<file path="config.mk">
export PLATFORM = sky130hd
export DESIGN_NAME = decryption_lane_flat
export DESIGN_NICKNAME = d
export VERILOG_FILES = /design/src/rtl/crypto_pkg.sv /design/src/rtl/decryption_lane_if.sv /design/src/rtl/decrypt_round_stage.sv /design/src/rtl/decryption_lane.sv /design/src/flat_wrapper.sv
export SDC_FILE = /design/constraint.sdc
export NUM_CORES = 1
export LEC_CHECK = 0
export CAP_MARGIN = 20
export CORE_MARGIN = 1
export CORE_UTILIZATION = 50
export CTS_CLUSTER_DIAMETER = 120
export CTS_CLUSTER_SIZE = 12
export DETAILED_ROUTE_END_ITERATION = 8
export PLACE_DENSITY = 0.77
export RECOVER_POWER = 100
export SYNTH_ARGS = -nofsm -noshare
export SYNTH_HDL_FRONTEND = slang
export SYNTH_HIERARCHICAL = 1
export SYNTH_SLANG_ARGS = --single-unit
export TNS_END_PERCENT = 5
</file>
<file path="constraint.sdc">
create_clock -name clk -period 11.05 [get_ports clk]
set_input_delay 3.315 -clock clk [delete_from_list [all_inputs] [get_ports clk]]
set_output_delay 3.315 -clock clk [all_outputs]
set_load 0.02 [all_outputs]
</file>
<file path="src/rtl/crypto_pkg.sv">
// Shared definitions for the encrypt/decrypt lanes: round constant, rotate and round-key helpers.
// Latency: none (types, constants and combinational functions only).
// Backpressure: not applicable.
package crypto_pkg;

    localparam logic [31:0] ROUND_CONST = 32'h9E3779B9;
    localparam int unsigned ROT_DEFAULT = 5;

    // Helpers work on a 64-bit container so one function set serves any
    // BLOCK_WIDTH up to 64; callers cast the result back to their width.
    localparam int unsigned WORD_MAX = 64;
    typedef logic [WORD_MAX-1:0] word_t;

    localparam int unsigned LANE_DATA_W = 32;
    localparam int unsigned LANE_SEQ_W  = 8;

    typedef struct packed {
        logic [LANE_DATA_W-1:0] data;
        logic [LANE_SEQ_W-1:0]  seq_id;
    } lane_beat_t;

    typedef enum logic [1:0] {
        NO_KEY = 2'd0,
        RUN    = 2'd1,
        DRAIN  = 2'd2
    } lane_state_t;

    function automatic word_t width_mask(input int unsigned w);
        if (w >= WORD_MAX) begin
            return '1;
        end
        return (word_t'(1) << w) - word_t'(1);
    endfunction

    function automatic word_t rotl(input word_t x, input int unsigned n, input int unsigned w);
        word_t       xm;
        int unsigned s;
        xm = x & width_mask(w);
        s  = n % w;
        if (s == 0) begin
            return xm;
        end
        return ((xm << s) | (xm >> (w - s))) & width_mask(w);
    endfunction

    function automatic word_t rotr(input word_t x, input int unsigned n, input int unsigned w);
        return rotl(x, w - (n % w), w);
    endfunction

    // rk[r] = rotl(key, r) ^ low w bits of (r * ROUND_CONST)
    function automatic word_t round_key(input word_t key, input int unsigned r, input int unsigned w);
        return rotl(key, r, w) ^ ((word_t'(r) * word_t'(ROUND_CONST)) & width_mask(w));
    endfunction

endpackage

</file>
<file path="src/rtl/decryption_lane_if.sv">
// Handshake bundle of one decryption lane: key load, ciphertext in, plaintext out, busy.
// Latency: none (wires only).
// Backpressure: valid/ready on key, input and output; master drives requests, slave is the lane.
interface decryption_lane_if #(
    parameter int unsigned BLOCK_WIDTH       = 32,
    parameter int unsigned SEQUENCE_ID_WIDTH = 8
);
    logic [BLOCK_WIDTH-1:0]       key_in;
    logic                         key_valid;
    logic                         key_ready;
    logic [BLOCK_WIDTH-1:0]       data_in;
    logic [SEQUENCE_ID_WIDTH-1:0] seq_id_in;
    logic                         data_in_valid;
    logic                         data_in_ready;
    logic [BLOCK_WIDTH-1:0]       data_out;
    logic [SEQUENCE_ID_WIDTH-1:0] seq_id_out;
    logic                         data_out_valid;
    logic                         data_out_ready;
    logic                         busy;

    modport master (
        output key_in, key_valid, data_in, seq_id_in, data_in_valid, data_out_ready,
        input  key_ready, data_in_ready, data_out, seq_id_out, data_out_valid, busy
    );

    modport slave (
        input  key_in, key_valid, data_in, seq_id_in, data_in_valid, data_out_ready,
        output key_ready, data_in_ready, data_out, seq_id_out, data_out_valid, busy
    );
endinterface

</file>
<file path="src/rtl/decrypt_round_stage.sv">
// One inverse round plus its pipeline register: data <= rotr(up_data, ROT) ^ rk.
// Latency: 1 cycle per stage.
// Backpressure: adv = !valid | down_adv, so an empty stage always loads (bubbles collapse).
// Ports: up_* from the previous stage (or lane input), rk round key, down_adv from the next
//        stage, valid/data/seq_id the registered stage contents, adv this stage's advance.
module decrypt_round_stage
    import crypto_pkg::*;
#(
    parameter int unsigned BLOCK_WIDTH       = 32,
    parameter int unsigned SEQUENCE_ID_WIDTH = 8,
    parameter int unsigned ROT               = ROT_DEFAULT
) (
    input  logic                         clk,
    input  logic                         rst,
    input  logic                         up_valid,
    input  logic [BLOCK_WIDTH-1:0]       up_data,
    input  logic [SEQUENCE_ID_WIDTH-1:0] up_seq_id,
    input  logic [BLOCK_WIDTH-1:0]       rk,
    input  logic                         down_adv,
    output logic                         valid,
    output logic [BLOCK_WIDTH-1:0]       data,
    output logic [SEQUENCE_ID_WIDTH-1:0] seq_id,
    output logic                         adv
);

    logic [BLOCK_WIDTH-1:0] plain;

    assign adv   = !valid || down_adv;
    assign plain = BLOCK_WIDTH'(rotr(word_t'(up_data), ROT, BLOCK_WIDTH)) ^ rk;

    always_ff @(posedge clk or posedge rst) begin
        if (rst) begin
            valid  <= 1'b0;
            data   <= '0;
            seq_id <= '0;
        end else if (adv) begin
            valid <= up_valid;
            // Payload only moves with a real block so a bubble never disturbs it.
            if (up_valid) begin
                data   <= plain;
                seq_id <= up_seq_id;
            end
        end
    end

endmodule

</file>
<file path="src/rtl/decryption_lane.sv">
// Pipelined inverse of encryption_lane with sequence-ID passthrough and runtime rekey.
// Latency: DECRYPT_LATENCY cycles accept-to-output, 1 block/cycle when unstalled.
// Backpressure: data_out_ready stalls the last stage; bubbles collapse, input stalls once full.
// Ports: clk/rst (async active-high); lane = key load, ciphertext in, plaintext out, busy.
//        A key request blocks new input; it is granted only once the pipeline is empty.
module decryption_lane
    import crypto_pkg::*;
#(
    parameter int unsigned BLOCK_WIDTH       = 32,
    parameter int unsigned SEQUENCE_ID_WIDTH = 8,
    parameter int unsigned DECRYPT_LATENCY   = 8,
    parameter int unsigned ROT               = ROT_DEFAULT
) (
    input  logic              clk,
    input  logic              rst,
    decryption_lane_if.slave  lane
);

    localparam int unsigned L = DECRYPT_LATENCY;

    lane_state_t                  state;
    lane_state_t                  state_nx;
    logic                         key_load;
    logic [BLOCK_WIDTH-1:0]       key_q;
    logic [L-1:0]                 stg_valid;
    logic [L:0]                   adv;
    logic [BLOCK_WIDTH-1:0]       stg_data [L];
    logic [SEQUENCE_ID_WIDTH-1:0] stg_seq  [L];
    logic                         busy;

    assign busy   = |stg_valid;
    assign adv[L] = lane.data_out_ready;

    // A pending key request closes the input even before DRAIN is entered,
    // so a block can never slip in under a key that is about to change.
    assign lane.data_in_ready  = (state == RUN) && !lane.key_valid && adv[0];
    assign lane.key_ready      = key_load;
    assign lane.busy           = busy;
    assign lane.data_out       = stg_data[L-1];
    assign lane.seq_id_out     = stg_seq[L-1];
    assign lane.data_out_valid = stg_valid[L-1];

    always_ff @(posedge clk or posedge rst) begin
        if (rst) begin
            state <= NO_KEY;
            key_q <= '0;
        end else begin
            state <= state_nx;
            if (key_load) begin
                key_q <= lane.key_in;
            end
        end
    end

    always_comb begin
        state_nx = state;
        key_load = 1'b0;
        case (state)
            NO_KEY: begin
                if (lane.key_valid) begin
                    key_load = 1'b1;
                    state_nx = RUN;
                end
            end
            RUN: begin
                if (lane.key_valid) begin
                    if (busy) begin
                        state_nx = DRAIN;
                    end else begin
                        key_load = 1'b1;
                    end
                end
            end
            DRAIN: begin
                if (!lane.key_valid) begin
                    // Requester withdrew: resume with the old key.
                    state_nx = RUN;
                end else if (!busy) begin
                    key_load = 1'b1;
                    state_nx = RUN;
                end
            end
            default: begin
                state_nx = NO_KEY;
            end
        endcase
    end

    // Stage j undoes encrypt round L-1-j, so the first stage uses the last round key.
    for (genvar j = 0; j < L; j++) begin : g_stage
        localparam int unsigned RIDX = L - 1 - j;

        logic                         up_valid;
        logic [BLOCK_WIDTH-1:0]       up_data;
        logic [SEQUENCE_ID_WIDTH-1:0] up_seq_id;
        logic [BLOCK_WIDTH-1:0]       rk;

        assign rk = BLOCK_WIDTH'(round_key(word_t'(key_q), RIDX, BLOCK_WIDTH));

        if (j == 0) begin : g_head
            assign up_valid  = lane.data_in_valid && lane.data_in_ready;
            assign up_data   = lane.data_in;
            assign up_seq_id = lane.seq_id_in;
        end else begin : g_body
            assign up_valid  = stg_valid[j-1];
            assign up_data   = stg_data[j-1];
            assign up_seq_id = stg_seq[j-1];
        end

        decrypt_round_stage #(
            .BLOCK_WIDTH       (BLOCK_WIDTH),
            .SEQUENCE_ID_WIDTH (SEQUENCE_ID_WIDTH),
            .ROT               (ROT)
        ) u_stage (
            .clk       (clk),
            .rst       (rst),
            .up_valid  (up_valid),
            .up_data   (up_data),
            .up_seq_id (up_seq_id),
            .rk        (rk),
            .down_adv  (adv[j+1]),
            .valid     (stg_valid[j]),
            .data      (stg_data[j]),
            .seq_id    (stg_seq[j]),
            .adv       (adv[j])
        );
    end

endmodule

</file>
<file path="src/flat_wrapper.sv">
// flat-port wrapper written by rule: the top's interface ports become plain ports
module decryption_lane_flat import crypto_pkg::*;
#(
    parameter int unsigned BLOCK_WIDTH       = 32,
    parameter int unsigned SEQUENCE_ID_WIDTH = 8,
    parameter int unsigned DECRYPT_LATENCY   = 8,
    parameter int unsigned ROT               = ROT_DEFAULT
)
  (clk, rst, lane_key_in, lane_key_valid, lane_data_in, lane_seq_id_in, lane_data_in_valid, lane_data_out_ready, lane_key_ready, lane_data_in_ready, lane_data_out, lane_seq_id_out, lane_data_out_valid, lane_busy);
  decryption_lane_if #(.BLOCK_WIDTH(BLOCK_WIDTH), .SEQUENCE_ID_WIDTH(SEQUENCE_ID_WIDTH)) lane_i ();
  input  logic clk;
  input  logic rst;
  input wire logic [$bits(lane_i.key_in)-1:0] lane_key_in;
  input wire logic [$bits(lane_i.key_valid)-1:0] lane_key_valid;
  input wire logic [$bits(lane_i.data_in)-1:0] lane_data_in;
  input wire logic [$bits(lane_i.seq_id_in)-1:0] lane_seq_id_in;
  input wire logic [$bits(lane_i.data_in_valid)-1:0] lane_data_in_valid;
  input wire logic [$bits(lane_i.data_out_ready)-1:0] lane_data_out_ready;
  output wire logic [$bits(lane_i.key_ready)-1:0] lane_key_ready;
  output wire logic [$bits(lane_i.data_in_ready)-1:0] lane_data_in_ready;
  output wire logic [$bits(lane_i.data_out)-1:0] lane_data_out;
  output wire logic [$bits(lane_i.seq_id_out)-1:0] lane_seq_id_out;
  output wire logic [$bits(lane_i.data_out_valid)-1:0] lane_data_out_valid;
  output wire logic [$bits(lane_i.busy)-1:0] lane_busy;
  assign lane_i.key_in = lane_key_in;
  assign lane_i.key_valid = lane_key_valid;
  assign lane_i.data_in = lane_data_in;
  assign lane_i.seq_id_in = lane_seq_id_in;
  assign lane_i.data_in_valid = lane_data_in_valid;
  assign lane_i.data_out_ready = lane_data_out_ready;
  assign lane_key_ready = lane_i.key_ready;
  assign lane_data_in_ready = lane_i.data_in_ready;
  assign lane_data_out = lane_i.data_out;
  assign lane_seq_id_out = lane_i.seq_id_out;
  assign lane_data_out_valid = lane_i.data_out_valid;
  assign lane_busy = lane_i.busy;
  decryption_lane #(.BLOCK_WIDTH(BLOCK_WIDTH), .SEQUENCE_ID_WIDTH(SEQUENCE_ID_WIDTH), .DECRYPT_LATENCY(DECRYPT_LATENCY), .ROT(ROT)) u_core (.clk(clk), .rst(rst), .lane(lane_i));
endmodule
</file>
==> results, run 1 <==
- The flow ran to the end, but the final reports show violations.
- The checks that failed: capacitance limit, slew limit.
- The number of global-route vias before repair is 9639.
- In this run the worst path has a maximum fanout of 3.
- The wire length after detailed routing is 38.0 mm.
- The clock latency at the later pin of the worst-skew pair is 0.52 ns.
- The critical path is of the primary input to output pin type.
- Data on the critical path arrives at its endpoint at 6.02 ns.
- IR analysis of the VDD net gives a maximum drop of 0.162 mV.
- The leftover overflow at the end of global routing is 0.
- The post-synthesis net count is 1175.
- Of the available clock period, the critical path in the final layout requires 0.844.
- Dividing the detail-routed wire length by the instance count gives 22.6 µm.
- Buffers inserted to repair hold after CTS numbered 0.
- The TritonCTS clock tree is done.
- The tree is rooted in a clkbuf_16.
- The required time of the critical path is 7.74 ns.
- Fill cells in the final layout number 3055.
- The number of synthesized register bits is 362.
- The category of the worst setup path capture point is an output pin.
- In this run the vertical extent of the chip is 190 µm.
- Setup repair after global routing left no endpoint under its margin.
- Based on the critical path, the design can be clocked at up to 107 MHz.
- The per-instance average area after synthesis is 16.1 µm².
- The number of design-rule violations left by the first detailed-router iteration is 350.
- Buffers inserted during clock tree synthesis total 36.
- The number of buffers inserted by port buffering is 120.
- The static power due to leakage is 8.56 nW.
- The minimum clock period is 9.33 ns.
- For the pin with the worst max-slew slack, the measured transition is 2.92 ns.
- The area growth from synthesis to final layout is 5.30%.
- After clock tree synthesis, the clock-pin slew on the worst setup and hold paths is 0.06 ns.
- For this run, the total global-route usage over all layers was measured as 0.222.
- For this run, the number of Yosys warnings is 6.
- The number of antenna diodes in the final layout is 0.
- The class of the tightest hold or removal check is flip-flop to flip-flop.
- Once detailed placement completed, the half-perimeter wirelength came to 24.8 mm.
- The number of distinct library cell variants in the gate-level netlist after synthesis is 23.
- In this run the number of H-tree levels came out at 2.
- The die covers 36000 µm².
- The post-CTS setup buffer count is 0.
- The share of cells above drive strength 1 is 0.0432.
- For this run, the register share of the synthesized area comes to 0.515.
- The I/O pin count is 121.
- The number of instances resized during post-cts repair is 0.
- The pin count of the biggest net entering global routing is 42.
- The worst-case register-to-register setup slack is 6.77 ns.
- The total power of the final layout is 5.57 mW.
- The number of sinks on the clock net is 362.
- The wire length of the first global-routing pass is 59.9 mm.
- The maximum count of clock buffers along a single path is 3.
- The post-layout net count is 1307.
- The number of slew-limit violations in the final report is 620.
- The multi-input combinational cells in the finished layout cover a total of 6540 µm².
- Among all stages on the critical path, the largest delay is contributed by dlygate4sd3_1.
- Adding up every negative setup slack in the final design gives 0 ns.
- The die boundary width is 190 µm.
- The first TritonRoute pass finished after 6 iterations.
- The number of max-cap violations is 17.
- Dividing the detail-routed via count by the number of cells gives 5.14.
- The post-synthesis cell area is 17600 µm².
- The core region is 34600 µm².
- The placed cell count is 1641.
- The remaining max-slew budget at the tightest pin is -0.948.
- The signal on the critical path passes through clkdlybuf4s50_1 > nand2b_1 > nand2b_1 > nand2b_1 > nand2b_1 > nand2b_1 > nand2b_1 > nand2b_1 > nand2b_1 > and3b_1 > dlygate4sd3_1.
- The nature of the critical path startpoint is a primary input.
- The final worst clock skew is 0.0166 ns.
- The initial utilization of the core area, before any placement, comes to 0.508.
- Setup violations remaining at the end of the flow were counted as 0.
- For this run, the slowest stage of the critical path takes 0.65 ns.
- The number of antenna violations at the first check in global routing came to 0.
- The cell row count is 68.
- Routability-driven placement finished with a final weighted congestion of 0.799.
- Synthesis produced a netlist whose cell count is 1093.
- The cell that appears most often on the critical path is nand2b_1.
- The final non-filler cell total is 1682.
- The final hold violation count is 0.
- The detail route stage leaves a number of antenna-violating nets equal to 0.
- For this run, design rule violations remaining after detail routing come to 0.
- The power density relative to cell area is 301 nW/µm².
- The total vias in the final route is 8652.
- The sequential standard cell area is 9060 µm².
-- cell usage in the layout (no fill, tap or decap), types with 2 or more instances in the layout --
cell type and count:
inv_1 43, clkbuf_16 37, clkbuf_1 9, dfrtp_1 362, xor2_1 256, mux2_1 344
clkdlybuf4s50_1 75, nand2_1 9, nand2b_1 16, inv_6 2, dlygate4sd3_1 45, ha_1 5
mux2_4 9
-- registers in the layout, indices dropped and copies added, names as in the netlist --
name	cells
u_core/g_stage.u_stage/data	256
u_core/g_stage.u_stage/seq_id	64
u_core/g_stage.rk	32
u_core/g_stage.u_stage/valid	8
u_core/state	2
-- area by class of cell --
cell class,instances,share of cell area
sequential,362,0.489
multi-input combinational,650,0.353
timing repair buffer,130,0.0670
tap,455,0.0307
clock buffer,37,0.0500
clock inverter,3,0.00155
inverter,45,0.00911
-- where the power goes --
group | leakage, nW | internal [mW] | total, mW | switching [mW]
clock network | 0.471 | 0.595 | 1.08 | 0.485
registers | 4.39 | 1.99 | 2.61 | 0.621
logic | 3.70 | 0.970 | 1.88 | 0.915
total | 8.56 | 3.55 | 5.57 | 2.02
-- stage by stage --
stage                     cell area (µm²)  setup slack, ns  hold WS [ns]   util
after floorplan                     17600             2.94         0.482      -
after global placement              19000             2.01         0.497  0.549
after detailed placement            19000             1.98         0.495  0.549
after CTS                           20000             1.97         0.511  0.576
after global routing                18500             1.57         0.508  0.535
final                               18500             1.72         0.487  0.535
-- worst paths after layout --
path                                                              endpoint  cells after the start                                       startpoint
setup / recovery                                        lane_data_in_ready                     11                              lane_data_out_ready
hold / removal             u_core/g_stage[7].u_stage/seq_id[7]$_DFFE_PP0P_                      1  u_core/g_stage[6].u_stage/seq_id[7]$_DFFE_PP0P_
setup reg to reg            u_core/g_stage[0].u_stage/data[12]$_DFFE_PP0P_                     12      u_core/g_stage[7].u_stage/valid$_DFFE_PP0P_
hold reg to reg            u_core/g_stage[7].u_stage/seq_id[7]$_DFFE_PP0P_                      1  u_core/g_stage[6].u_stage/seq_id[7]$_DFFE_PP0P_
max in group asynchronous   u_core/g_stage[5].u_stage/data[17]$_DFFE_PP0P_                      3                                              rst
min in group asynchronous  u_core/g_stage[1].u_stage/seq_id[6]$_DFFE_PP0P_                      2                                              rst
-- synthesized netlist by cell type --
cell      count  area share
inv_1        44      0.0094
xor2_1      256        0.13
ha_1          5      0.0036
nand2b_4      8      0.0063
and2_1        1     0.00036
nand2_1       1     0.00021
or3b_1        1     0.00050
mux2_1        4      0.0026
inv_2         1     0.00021
mux2i_1       1     0.00057
and3b_1       1     0.00050
o21bai_1      1     0.00043
mux2_4      349        0.30
dfrtp_1     362        0.51
a31oi_1       1     0.00036
nand2_4       8      0.0051
a311oi_1      1     0.00050
buf_6        33       0.021
nor4_2        2      0.0014
nand2b_1      8      0.0028
and4b_1       1     0.00057
nor3_1        1     0.00028
buf_12        3      0.0034
-- kinds of logic after synthesis --
group           synth area share
simple gates              0.0181
flops                      0.515
xor+xnor                   0.127
fa+ha+maj                0.00355
mux                        0.301
buf+inv                   0.0341
compound gates           0.00128
-- critical path: cells and delay by family --
| kind | cells | cell delay (ns) |
|---|---|---|
| buffers and inverters | 2 | 1.04 |
| AND/OR/NAND/NOR | 9 | 1.67 |
-- per-layer routing --
layer	global-route usage	up-vias	part of all wire
met5	0	-	0
met4	0.0527	0	0.018
met3	0.0330	41	0.051
met2	0.356	202	0.47
met1	0.317	4513	0.46
li1	-	3896	-
(Power assumes the default switching activity.)
==> run 2, diff against run 1 <==
- clock period: 11.05 -> 8.8 ns (I/O delays scaled with it)
==> results, run 2 (same netlist as run 1, synthesis figures left out) <==
- The flow ran to the end, but the final reports show violations.
- The checks that failed: capacitance limit, slew limit.
- Walking the worst path, the cells encountered are clkdlybuf4s50_1 > nand2b_1 > nand2b_1 > nand2b_1 > nand2b_1 > nand2b_1 > nand2b_4 > nand2b_1 > nand2b_1 > and3b_1 > dlygate4sd3_1.
- The die is 190 µm tall.
- The maximum level of the CTS H-tree is 2.
- Leaving out fill and tap cells, the most frequent cells in the layout are dfrtp_1, mux2_1, xor2_1, clkdlybuf4s50_1, dlygate4sd3_1.
- The routed length per placed instance is 22.5 µm.
- The combined buffer and inverter count along the critical path is 2.
- The clock latency at the later pin of the worst-skew pair is 0.52 ns.
- The start of the worst register-to-register path is u_core/g_stage[7].u_stage/valid$_DFFE_PP0P_.
- Of the cells placed in the final design, the portion with a size suffix greater than 1 is 0.0440.
- The number of slew-limit violations in the final report came to 633.
- The effective utilization at floorplan is 0.508.
- The placed wire-length estimate after detailed placement is 24.7 mm.
- From synthesis to final layout, the design area changed by 5.34%.
- The routability congestion estimate is 0.784.
- Setup repair after global routing left no endpoint under its margin.
- Using the TritonRoute via totals, the vias-per-cell ratio works out to 5.13.
- After clock tree synthesis, the clock-pin slew on the worst setup and hold paths is 0.06 ns.
- The hold buffer count at cts is 0.
- The largest voltage drop on the vdd net is 0.247 mV.
- The number of instances resized during post-cts repair is 0.
- The area inside the core boundary is 34600 µm².
- The total vias in the final route is 8627.
- Data arrives at the worst endpoint at 5.29 ns.
- In this design, the critical path's most frequently occurring cell is nand2b_1.
- Max-cap violations in this run came to 17.
- The class of the tightest hold or removal check is flip-flop to flip-flop.
- Once layout is complete, the utilization of the core stands at 0.535.
- Once detail routing completed, the nets flagged for antenna violations numbered 0.
- In this design, the stage delay of the slowest critical-path cell is 0.65 ns.
- The worst setup path is launched from a primary input.
- In this run the register-to-register setup slack is 4.50 ns.
- The final worst clock skew is 0.0133 ns.
- The DRC violation count after routing is 0.
- The net count of the finished layout is 1307.
- The number of global-route vias before repair is 9687.
- Broken down by cell family, the worst path's largest delay share belongs to simple AND/OR/NAND/NOR gates.
- The clock passes through at most 3 buffers.
- The worst hold path begins at u_core/g_stage[6].u_stage/seq_id[7]$_DFFE_PP0P_.
- The pin count of the biggest net entering global routing is 42.
- The summed negative setup slack over all endpoints is 0 ns.
- The first global-routing pass estimated 59.3 mm of wire.
- Post-CTS timing repair inserted 0 buffers for setup.
- Counting I/O delays and the setup requirement, the final critical path takes 7.93 ns.
- The commonest non-fill, non-tap cell in the layout is dfrtp_1.
- The end point of the worst hold path is u_core/g_stage[6].u_stage/seq_id[7]$_DFFE_PP0P_.
- The number of sinks on the clock net is 362.
- Input and output buffers added on the ports amount to 120.
- The number of cell instances on the worst register-to-register path is 12.
- Setup violations remaining at the end of the flow were counted as 0.
- The maximum clock frequency is 126 MHz.
- TritonCTS built the clock tree.
- The completed layout was analyzed and its total power is 7.00 mW.
- The number of antenna violations at the first check in global routing is 2.
- The initialized floorplan defines 68 standard-cell rows.
- Before CTS, the worst setup slack after placement is 1.09 ns.
- The filler cells instantiated in the layout total 3077.
- The setup slack of the critical path after layout is 0.871 ns.
- The overall die area is 36000 µm².
- The total track usage is 0.219.
- The I/O pin count is 121.
- The tree is rooted in a clkbuf_16.
- The global routing met1 resource utilization is 0.309.
- Counting instances, the worst hold path has a depth of 1.
- For this design the static power due to leakage is 8.57 nW.
- For this run, global-route usage on met2 was measured as 0.356.
- The number of design-rule violations left by the first detailed-router iteration is 373.
- The required time of the critical path is 6.16 ns.
- Measured along the x axis, the die boundary spans 190 µm.
- The category of the worst setup path capture point is an output pin.
- In this run the critical register-to-register path is captured at u_core/g_stage[0].u_stage/seq_id[2]$_DFFE_PP0P_.
- For this run, global-route usage on met3 was measured as 0.0380.
- The placed cell count is 1641.
- The critical path crosses 11 cells after its start point.
- The final period utilization is 0.901.
- Dividing total power by cell area gives a power density of 377 nW/µm².
- The leftover overflow at the end of global routing is 0.
- The register containing the most flip-flops in the final layout is u_core/g_stage.u_stage/data.
- The critical path is of the primary input to output pin type.
- The worst pin sits at a relative slew slack of -0.934.
- The number of buffers created by CTS is 36.
- The layer with the highest usage is met2.
- The final hold violation count was 0.
- The detailed-router iteration count before antenna repair is 4.
- The number of flip-flops under the largest register name is 256.
- The actual slew at the worst max-slew pin is 2.90 ns.
- The highest net fanout along the worst path is 3.
- On the critical path, the stage with the largest delay is an instance of dlygate4sd3_1.
- The total inserted antenna cells is 0.
- Leaving out filler cells and counting taps, the final layout contains 1682.
- For this block, the routed nets add up to 37.8 mm of wire.
-- run 2: cell counts in the layout (fill, tap and decap cells not counted) --
No cell type changed its count.
-- run 2: how the worst max path moves through the flow --
stage	from	to	slack, ns
finish	lane_data_out_ready	lane_data_in_ready	0.87
global route	lane_data_out_ready	lane_data_in_ready	0.68
CTS	lane_data_out_ready	lane_data_in_ready	1.08
detailed placement	lane_data_out_ready	lane_data_in_ready	1.09
global placement	lane_data_out_ready	lane_data_in_ready	1.11
floorplan	lane_data_out_ready	lane_data_in_ready	2.04
-- run 2: area by class of cell --
| type | count | area (µm²) | share of cell area |
|---|---|---|---|
| clock inverters | 3 | 28.8 | 0.00155 |
| repair buffers | 130 | 1240 | 0.0670 |
| multi-input cells | 650 | 6550 | 0.353 |
| well taps | 455 | 569 | 0.0307 |
| inverters | 45 | 169 | 0.00911 |
| flip-flops and latches | 362 | 9060 | 0.489 |
| clock buffers | 37 | 926 | 0.0499 |
-- run 2: metrics by stage --
step / hold slack (ns) / cell area [µm²]
final: 0.486 / 18500
after global routing: 0.503 / 18500
after CTS: 0.511 / 20000
after detailed placement: 0.494 / 19000
after global placement: 0.497 / 19000
after floorplan: 0.482 / 17600
-- run 2: layer usage --
layer	vias to the layer above	share of wire
met2	196	0.47
met1	4492	0.46
met4	0	0.017
met3	43	0.055
met5	-	0
li1	3896	-
-- run 2: report_power, final --
group,internal [mW],total (mW),switching (mW)
Sequential,2.50,3.28,0.782
Clock,0.747,1.35,0.605
Combinational,1.22,2.36,1.14
